[src/rtl/uart_tx_arbiter_if.sv]
// Request/grant bundle between byte sources, the uart_tx arbiter and the uart_tx serializer.
// master: the side that drives requests and tx_done; slave: the arbiter itself.
interface uart_tx_arbiter_if #(
  parameter int NUM_REQ = 4
);
  localparam int ID_W = (NUM_REQ > 1) ? $clog2(NUM_REQ) : 1;

  logic [NUM_REQ-1:0]   req_valid;
  logic [NUM_REQ*8-1:0] req_data;
  logic [NUM_REQ-1:0]   req_last;
  logic [NUM_REQ-1:0]   req_ready;
  logic                 tx_start;
  logic [7:0]           tx_data;
  logic                 tx_done;
  logic                 grant_valid;
  logic [ID_W-1:0]      grant_id;
  logic                 frame_abort;

  modport master (
    output req_valid, req_data, req_last, tx_done,
    input  req_ready, tx_start, tx_data, grant_valid, grant_id, frame_abort
  );

  modport slave (
    input  req_valid, req_data, req_last, tx_done,
    output req_ready, tx_start, tx_data, grant_valid, grant_id, frame_abort
  );
endinterface

[src/rtl/uart_tx_arbiter.sv]
// Round-robin arbiter sharing one uart_tx among NUM_REQ byte sources; the owner keeps the
// transmitter until its last byte, or until it idles HOLD_TIMEOUT cycles between bytes.
module uart_tx_arbiter #(
  parameter int NUM_REQ      = 4,
  parameter int HOLD_TIMEOUT = 1024
) (
  input logic clk,
  input logic rst,
  uart_tx_arbiter_if.slave bus
);
  localparam int ID_W  = (NUM_REQ > 1) ? $clog2(NUM_REQ) : 1;
  localparam int CNT_W = (HOLD_TIMEOUT > 1) ? $clog2(HOLD_TIMEOUT) : 1;
  localparam logic [CNT_W-1:0] CNT_MAX = CNT_W'(HOLD_TIMEOUT - 1);

  typedef enum logic [1:0] {IDLE, ISSUE, WAIT, HOLD} state_e;

  state_e             state_q, state_d;
  logic [ID_W-1:0]    rr_q, rr_d;
  logic [ID_W-1:0]    gid_q, gid_d;
  logic               gvld_q, gvld_d;
  logic               last_q, last_d;
  logic               abort_q, abort_d;
  logic [7:0]         data_q, data_d;
  logic [CNT_W-1:0]   cnt_q, cnt_d;
  logic [ID_W-1:0]    win_id, acc_id;
  logic [NUM_REQ-1:0] ready;
  logic               start;

  function automatic logic [ID_W-1:0] wrap_inc(input logic [ID_W-1:0] id);
    return ID_W'((int'(id) + 1) % NUM_REQ);
  endfunction

  function automatic logic [NUM_REQ-1:0] onehot(input logic [ID_W-1:0] id);
    return NUM_REQ'(1) << id;
  endfunction

  // Scan downward so the requester closest above ptr (with wrap) is assigned last and wins.
  function automatic logic [ID_W-1:0] rr_pick(input logic [NUM_REQ-1:0] v,
                                              input logic [ID_W-1:0]    ptr);
    logic [ID_W-1:0] id;
    id = ptr;
    for (int k = NUM_REQ - 1; k >= 0; k--) begin
      int idx;
      idx = (int'(ptr) + k) % NUM_REQ;
      if (((v >> idx) & NUM_REQ'(1)) != '0) id = ID_W'(idx);
    end
    return id;
  endfunction

  assign win_id = rr_pick(bus.req_valid, rr_q);

  always_comb begin
    state_d = state_q;
    rr_d    = rr_q;
    gid_d   = gid_q;
    gvld_d  = gvld_q;
    last_d  = last_q;
    data_d  = data_q;
    cnt_d   = cnt_q;
    abort_d = 1'b0;
    ready   = '0;
    start   = 1'b0;
    acc_id  = gid_q;
    case (state_q)
      IDLE: begin
        if (|bus.req_valid) begin
          acc_id = win_id;
          ready  = onehot(win_id);
        end
      end
      ISSUE: begin
        start   = 1'b1;
        state_d = WAIT;
      end
      WAIT: begin
        if (bus.tx_done) begin
          if (last_q) begin
            gvld_d  = 1'b0;
            gid_d   = '0;
            rr_d    = wrap_inc(gid_q);
            state_d = IDLE;
          end else begin
            cnt_d   = '0;
            state_d = HOLD;
          end
        end
      end
      HOLD: begin
        if ((bus.req_valid & onehot(gid_q)) != '0) begin
          ready = onehot(gid_q);
        end else if (cnt_q == CNT_MAX) begin
          abort_d = 1'b1;
          gvld_d  = 1'b0;
          gid_d   = '0;
          rr_d    = wrap_inc(gid_q);
          state_d = IDLE;
        end else begin
          cnt_d = cnt_q + CNT_W'(1);
        end
      end
      default: state_d = IDLE;
    endcase
    // Any asserted ready is an acceptance, since ready is only raised on a valid requester.
    if (|ready) begin
      data_d  = 8'(bus.req_data >> (8 * int'(acc_id)));
      last_d  = |(bus.req_last & ready);
      gvld_d  = 1'b1;
      gid_d   = acc_id;
      state_d = ISSUE;
    end
  end

  always_ff @(posedge clk) begin
    if (rst) begin
      state_q <= IDLE;
      rr_q    <= '0;
      gid_q   <= '0;
      gvld_q  <= 1'b0;
      last_q  <= 1'b0;
      abort_q <= 1'b0;
      data_q  <= '0;
      cnt_q   <= '0;
    end else begin
      state_q <= state_d;
      rr_q    <= rr_d;
      gid_q   <= gid_d;
      gvld_q  <= gvld_d;
      last_q  <= last_d;
      abort_q <= abort_d;
      data_q  <= data_d;
      cnt_q   <= cnt_d;
    end
  end

  assign bus.req_ready   = ready;
  assign bus.tx_start    = start;
  assign bus.tx_data     = data_q;
  assign bus.grant_valid = gvld_q;
  assign bus.grant_id    = gid_q;
  assign bus.frame_abort = abort_q;
endmodule

[src/flat_wrapper.sv]
// flat-port wrapper written by rule: the top's interface ports become plain ports
module uart_tx_arbiter_flat 
#(
  parameter int NUM_REQ      = 4,
  parameter int HOLD_TIMEOUT = 1024
)
  (clk, rst, bus_req_valid, bus_req_data, bus_req_last, bus_tx_done, bus_req_ready, bus_tx_start, bus_tx_data, bus_grant_valid, bus_grant_id, bus_frame_abort);
  uart_tx_arbiter_if #(.NUM_REQ(NUM_REQ)) bus_i ();
  input logic clk;
  input logic rst;
  input wire logic [$bits(bus_i.req_valid)-1:0] bus_req_valid;
  input wire logic [$bits(bus_i.req_data)-1:0] bus_req_data;
  input wire logic [$bits(bus_i.req_last)-1:0] bus_req_last;
  input wire logic [$bits(bus_i.tx_done)-1:0] bus_tx_done;
  output wire logic [$bits(bus_i.req_ready)-1:0] bus_req_ready;
  output wire logic [$bits(bus_i.tx_start)-1:0] bus_tx_start;
  output wire logic [$bits(bus_i.tx_data)-1:0] bus_tx_data;
  output wire logic [$bits(bus_i.grant_valid)-1:0] bus_grant_valid;
  output wire logic [$bits(bus_i.grant_id)-1:0] bus_grant_id;
  output wire logic [$bits(bus_i.frame_abort)-1:0] bus_frame_abort;
  assign bus_i.req_valid = bus_req_valid;
  assign bus_i.req_data = bus_req_data;
  assign bus_i.req_last = bus_req_last;
  assign bus_i.tx_done = bus_tx_done;
  assign bus_req_ready = bus_i.req_ready;
  assign bus_tx_start = bus_i.tx_start;
  assign bus_tx_data = bus_i.tx_data;
  assign bus_grant_valid = bus_i.grant_valid;
  assign bus_grant_id = bus_i.grant_id;
  assign bus_frame_abort = bus_i.frame_abort;
  uart_tx_arbiter #(.NUM_REQ(NUM_REQ), .HOLD_TIMEOUT(HOLD_TIMEOUT)) u_core (.clk(clk), .rst(rst), .bus(bus_i));
endmodule
[config.mk]
export PLATFORM = sky130hd
export DESIGN_NAME = uart_tx_arbiter_flat
export DESIGN_NICKNAME = d
export VERILOG_FILES = /design/src/rtl/uart_tx_arbiter_if.sv /design/src/rtl/uart_tx_arbiter.sv /design/src/flat_wrapper.sv
export SDC_FILE = /design/constraint.sdc
export NUM_CORES = 1
export LEC_CHECK = 0
export ABC_AREA = 1
export BUFFER_PORTS_ARGS = -buffer_cell sky130_fd_sc_hd__buf_4
export CAP_MARGIN = 30
export CORE_ASPECT_RATIO = 1.2
export CORE_MARGIN = 5
export CORE_UTILIZATION = 24
export CTS_CLUSTER_SIZE = 24
export DETAILED_ROUTE_END_ITERATION = 6
export PLACE_DENSITY = 0.39
export REMOVE_ABC_BUFFERS = 1
export SYNTH_ARGS = -nofsm -noshare
export SYNTH_HDL_FRONTEND = slang
export SYNTH_SLANG_ARGS = --single-unit
[constraint.sdc]
create_clock -name clk -period 3.4 [get_ports clk]
set_input_delay 0.68 -clock clk [delete_from_list [all_inputs] [get_ports clk]]
set_output_delay 0.68 -clock clk [all_outputs]
set_load 0.005 [all_outputs]
**Word-level counts from Yosys, hierarchy flattened**

Cells that the tools add are included.

- Output and inout port bits: 17
- Logic and storage cells: 97
- Flip-flop bits (word level): 27
- Bits of input ports: 43

- Bitwise gates (word level): 6
- Eq/ne operators: 14
- Shift operators: 7
- Multiplexer cells: 37
- Reduce and logical (&&, ||, !) cells: 19
- Add/sub/neg operators: 5

Operator list:

| cell | count |
|---|---|
| $shr 4x32->1 | 3 |
| $mux 10 | 4 |
| $mux 2 | 17 |
| $shr 32x5->8 | 1 |
| $pmux 10 s2 | 1 |
| $reduce_and 5->1 | 3 |
| $reduce_or 4->1 | 3 |
| $add 10x1->10 const B | 1 |
| $eq 10x10->1 const B | 1 |
| $and 4x4->4 | 2 |
| $mux 1 | 8 |
| $mux 4 | 2 |
| $ne 2x2->1 const B | 4 |
| $pmux 2 s2 | 2 |
| $pmux 4 s2 | 1 |
| $reduce_and 4->1 | 2 |
| $reduce_bool 4->1 | 2 |
| $shl 1x2->4 const A | 2 |
| $ne 3x1->1 const B | 2 |
| $pmux 2 s3 | 1 |
| $reduce_bool 3->1 | 2 |
| $reduce_or 2->1 | 3 |
| $reduce_or 5->1 | 1 |
| $add 2x1->2 const B | 2 |
| other kinds (13) | 18 |

**Depth between registers and ports, before layout**

- Depth in word-level cells: 14
- Gate-level depth with buffers: 20
- Mapped depth without buffers: 18

**Worst setup path before layout**

OpenSTA, ideal clock, no wires.

- Path kind: input to output
- Start: input bus_req_valid[3]
- End: output bus_req_ready[1]
- Path buffers: 0
- Path slack: 1148 ps
- Stages: 12
- Arrival: 1572 ps
- Cell sequence: inv_1 > nand2_2 > and2_4 > nand2_1 > nand2_1 > inv_2 > nand3_2 > nand2_2 > nand3_1 > nand2_2 > nand2_2 > inv_1

- Longest elaborated chain between the ends: 8

Ends and longest elaborated chain:

| item | RTL line | text |
|---|---|---|
| start: declaration | flat_wrapper.sv:11 | `input wire logic [$bits(bus_i.req_valid)-1:0] bus_req_valid;` |
| $shr 4x32->1 | uart_tx_arbiter.sv:45 | `if (((v >> idx) & NUM_REQ'(1)) != '0) id = ID_W'(idx);` |
| $mux 2 (4 in series) | uart_tx_arbiter.sv:45 |  |
| $shl 1x2->4 | uart_tx_arbiter.sv:34 | `return NUM_REQ'(1) << id;` |
| $mux 4 | uart_tx_arbiter.sv:66 | `if (\|bus.req_valid) begin` |
| $pmux 4 s2 (*) | uart_tx_arbiter.sv:64 | `case (state_q)` |
| end: declaration | flat_wrapper.sv:15 | `output wire logic [$bits(bus_i.req_ready)-1:0] bus_req_ready;` |

Mark *: on every way between the ends. The rest lies on a longest branch, timed or not.

**Final worst setup path**

- Start: register u_core.rr_q[0]
- End: output bus_req_ready[2]

- Longest elaborated chain between the ends: 11

Ends and longest elaborated chain:

| item | RTL line | text |
|---|---|---|
| start: declaration | uart_tx_arbiter.sv:18 | `logic [ID_W-1:0] rr_q, rr_d;` |
| start signal: assignment | uart_tx_arbiter.sv:125 | `rr_q <= rr_d;` |
| $add 2x2->2 | uart_tx_arbiter.sv:44 | `idx = (int'(ptr) + k) % NUM_REQ;` |
| $reduce_or 2->1 (no source line) | -- |  |
| $and 1x1->1 (no source line) | -- |  |
| $shr 4x32->1 | uart_tx_arbiter.sv:45 |  |
| $mux 2 (3 in series) | uart_tx_arbiter.sv:45 |  |
| $mux 2 (*) | uart_tx_arbiter.sv:45 |  |
| $shl 1x2->4 (*) | uart_tx_arbiter.sv:34 |  |
| $mux 4 (*) | uart_tx_arbiter.sv:66 |  |
| $pmux 4 s2 (*) | uart_tx_arbiter.sv:64 |  |

Marks and branches as above.

==> key figures <==
Status
  • Status: finished, final reports clean

Synth
  • Mean post-synth cell area: roughly 6.5 sq um
  • Gate Count Post-Synth: between 300 and 400
  • Synth cell types: 31
  • Area leader, netlist: dfxtp_1
  • Synth Register Bits: 27
  • Post-synth top area share: 26.4%
  • Post-synthesis sequential area ratio: between 20% and 30%
  • Synth area leaders: dfxtp_1 (26%), nand2_1 (12%), inv_1 (8.1%), nand2_2 (6.7%), ha_1 (6.1%)
  • Warnings, synthesis: 0
  • Netlist Area Pre-Place: ~2100 sq um

Clock tree
  • CTS tree: yes
  • Max clock buf depth: 2
  • CTS resizes: 0
  • Num CTS Buffers: 3
  • H-tree depth: 1
  • Setup repair bufs after CTS: 0
  • Clk Latency, worst-skew pair: 0.28 ns
  • Worst-path clk slew: about 0.1 ns
  • Clk root buf: clkbuf_8
  • CTS Hold Bufs: 0
  • Clock sink total: 27

Final layout
  • Nets@finish: between 400 and 500
  • Share of layout cells above drive strength 1: 29.8%
  • Layout Cells excl Fill: between 400 and 500
  • Finished Cell Area: 2620 sq um
  • P&R area growth vs syn: 27.8%
  • Most frequent cells in the layout: nand2_1 (64), buf_4 (59), inv_1 (44)
  • Leading cell type in the layout, fill and taps excluded: nand2_1
  • # diodes: 0

Power and ir drop
  • Clock Power Share: under 10%
  • Static Leak: 0.00130 uW
  • Comb power frac: a little over two thirds
  • Sequential power share: a little over a fifth
  • Power Density: 821 nW/um^2
  • Net Sw Frac: around 53%
  • VDD IR-drop max: approximately 0.22 mV
  • Switching Power: 1150 uW
  • Tot Pwr: 2150 uW
  • Cell Int Power: ~1000 uW

Floorplanning
  • Row count: 37
  • Full die area: ~11000 sq um
  • Die Ht: 111 um
  • Total core area: approximately 8500 sq um
  • Top-Level Pins: 60
  • Die W: 94.4 um
  • Starting density of the core: 24.2%

Critical path
  • Worst path max stage delay: around 0.7 ns
  • Buf/Inv on CP: 4
  • Worst EP required: about 2.7 ns
  • CP cell instances: inv_8 -> nand2_2 -> nand2_1 -> nand2_1 -> nand2_1 -> nor2_1 -> nand2_1 -> nand2_2 -> inv_1 -> nand4_1 -> nand2_1 -> nand2_1 -> inv_1 -> buf_4
  • CP arrival: 2.11 ns
  • Crit Path Category: reg2out
  • Worst-path fanout max: 9
  • Top delay family on crit path: simple AND/OR/NAND/NOR gates
  • Critical path startpoint category: register
  • Slowest cell on the critical path: dfxtp_1
  • CP endpoint kind: output pin
  • Worst R2R Setup Slack: 0.91 ns
  • Top cell by count, worst path: nand2_1

Drt
  • Drc violations: 0
  • Via count: 2089
  • Routed wire per std cell: between 10 and 15 um
  • Iter 0 DRT Violations: 61
  • Routed Antenna Nets: 0
  • Vias per Instance: 4.27
  • Total routed wirelength: 5870 um
  • 1st-pass router iterations: 4

GRT
  • Vias in the first global route: ~2100
  • Largest net degree at the start of global routing: 23
  • Total track usage: roughly 11%
  • Initial antenna violation count: 0
  • Grt total ovfl: 0
  • First-pass GRT wire length: 9750 um

Timing
  • Post-layout minimum cycle time: roughly 2.8 ns
  • Max Slew Vio Count: 0
  • RSZ-0062 raised after global routing: no
  • Final hold vios: 0
  • F_max: 359 MHz
  • Worst Max-Slew Pin Slew: 0.569 ns
  • Rel. slew slack: about three fifths
  • Endpoints failing setup: 0
  • Skew final: 0.00461 ns
  • Period utilization: a little over 80%
  • Worst hold margin: ~0.45 ns
  • TNS Setup: 0 ns

Placement
  • Port Buf Inserts: between 50 and 60
  • DP Wirelength: around 4800 um
  • Placer Congestion: about 0.71
  • DP Area: 2570 sq um
  • Placed insts: 485

Min path
  • Type of the most critical hold path: reg2reg

Job
  • Max-cap viol count: 0
-- state kept, by name, summed over array words and instances (netlist names) --
register                count
u_core.rr_q                 2
u_core.bus.frame_abort      1
u_core.cnt_q               10
u_core.bus.grant_id         2
u_core.last_q               1
u_core.bus.tx_data          8
u_core.bus.grant_valid      1
u_core.state_q              2
-- synthesized netlist by cell type (all sizes together) --
library cell  number
nand3             18
nor3               6
a31oi              1
nand3b             3
xor2               1
nand2             88
o21ai             38
nor2              31
o22ai              1
ha                10
nand4              3
or2                1
inv               52
a22o               2
buf                7
dfxtp             27
nor4               3
and2               1
a21oi             23
-- path summary, 6_finish.rpt --
| path | from | cells past startpoint | endpoint |
|---|---|---|---|
| max | u_core.rr_q[0] | 14 | bus_req_ready[2] |
| min | u_core.cnt_q[4] | 2 | u_core.cnt_q[4] |
| max reg2reg | u_core.rr_q[0] | 14 | u_core.bus.tx_data[6] |
| min reg2reg | u_core.cnt_q[4] | 2 | u_core.cnt_q[4] |
-- cells by family after synthesis --
kind of cell / after synthesis / share of synthesized area, %
adders and majority gates: 10 / 6.10
AOI/OAI and AO/OA: 65 / 18.2
xor gates and xnor gates: 1 / 0.427
DFF: 27 / 26.4
and+or+nand+nor: 154 / 35.9
buffers and inverters: 59 / 13.1
-- cell type report --
type | instances | area (sq um)
clock inverters | 1 | 5.00
repair buffers | 59 | 443
fillers | 948 | 5850
well taps | 117 | 146
inverters | 52 | 203
multi-input cells | 230 | 1240
flip-flops and latches | 27 | 541
clock buffers | 3 | 41.3
-- metal layers --
layer,track usage (%),vias to the layer above,routed length (um)
met3,2.17,2,243
li1,-,1125,-
met2,21.4,31,3170
met1,13.2,931,2440
met5,0,-,0
met4,2.60,0,26
-- power by group through the flow --
stage,combinational (uW),clock (uW),sequential (uW)
6_report,1500,190,459
5_1_grt,1730,214,472
4_1_cts,1550,202,461
3_5_place_dp,1540,0,469
3_3_place_gp,1550,0,470
2_1_floorplan,1070,0,458
-- worst min-delay path, cell delays in order (launching register included) --
cell and delay (ns):
dfxtp_1 0.32, inv_1 0.05, a21oi_1 0.05
-- per-stage QoR --
stage,utilization (%),worst slack [ns]
5_1_grt,30.9,0.292
3_5_place_dp,30.4,0.775
6_report,30.9,0.612
4_1_cts,30.9,0.562
2_1_floorplan,-,1.13
3_3_place_gp,30.4,0.755
Power figures use the tool's default switching activity.
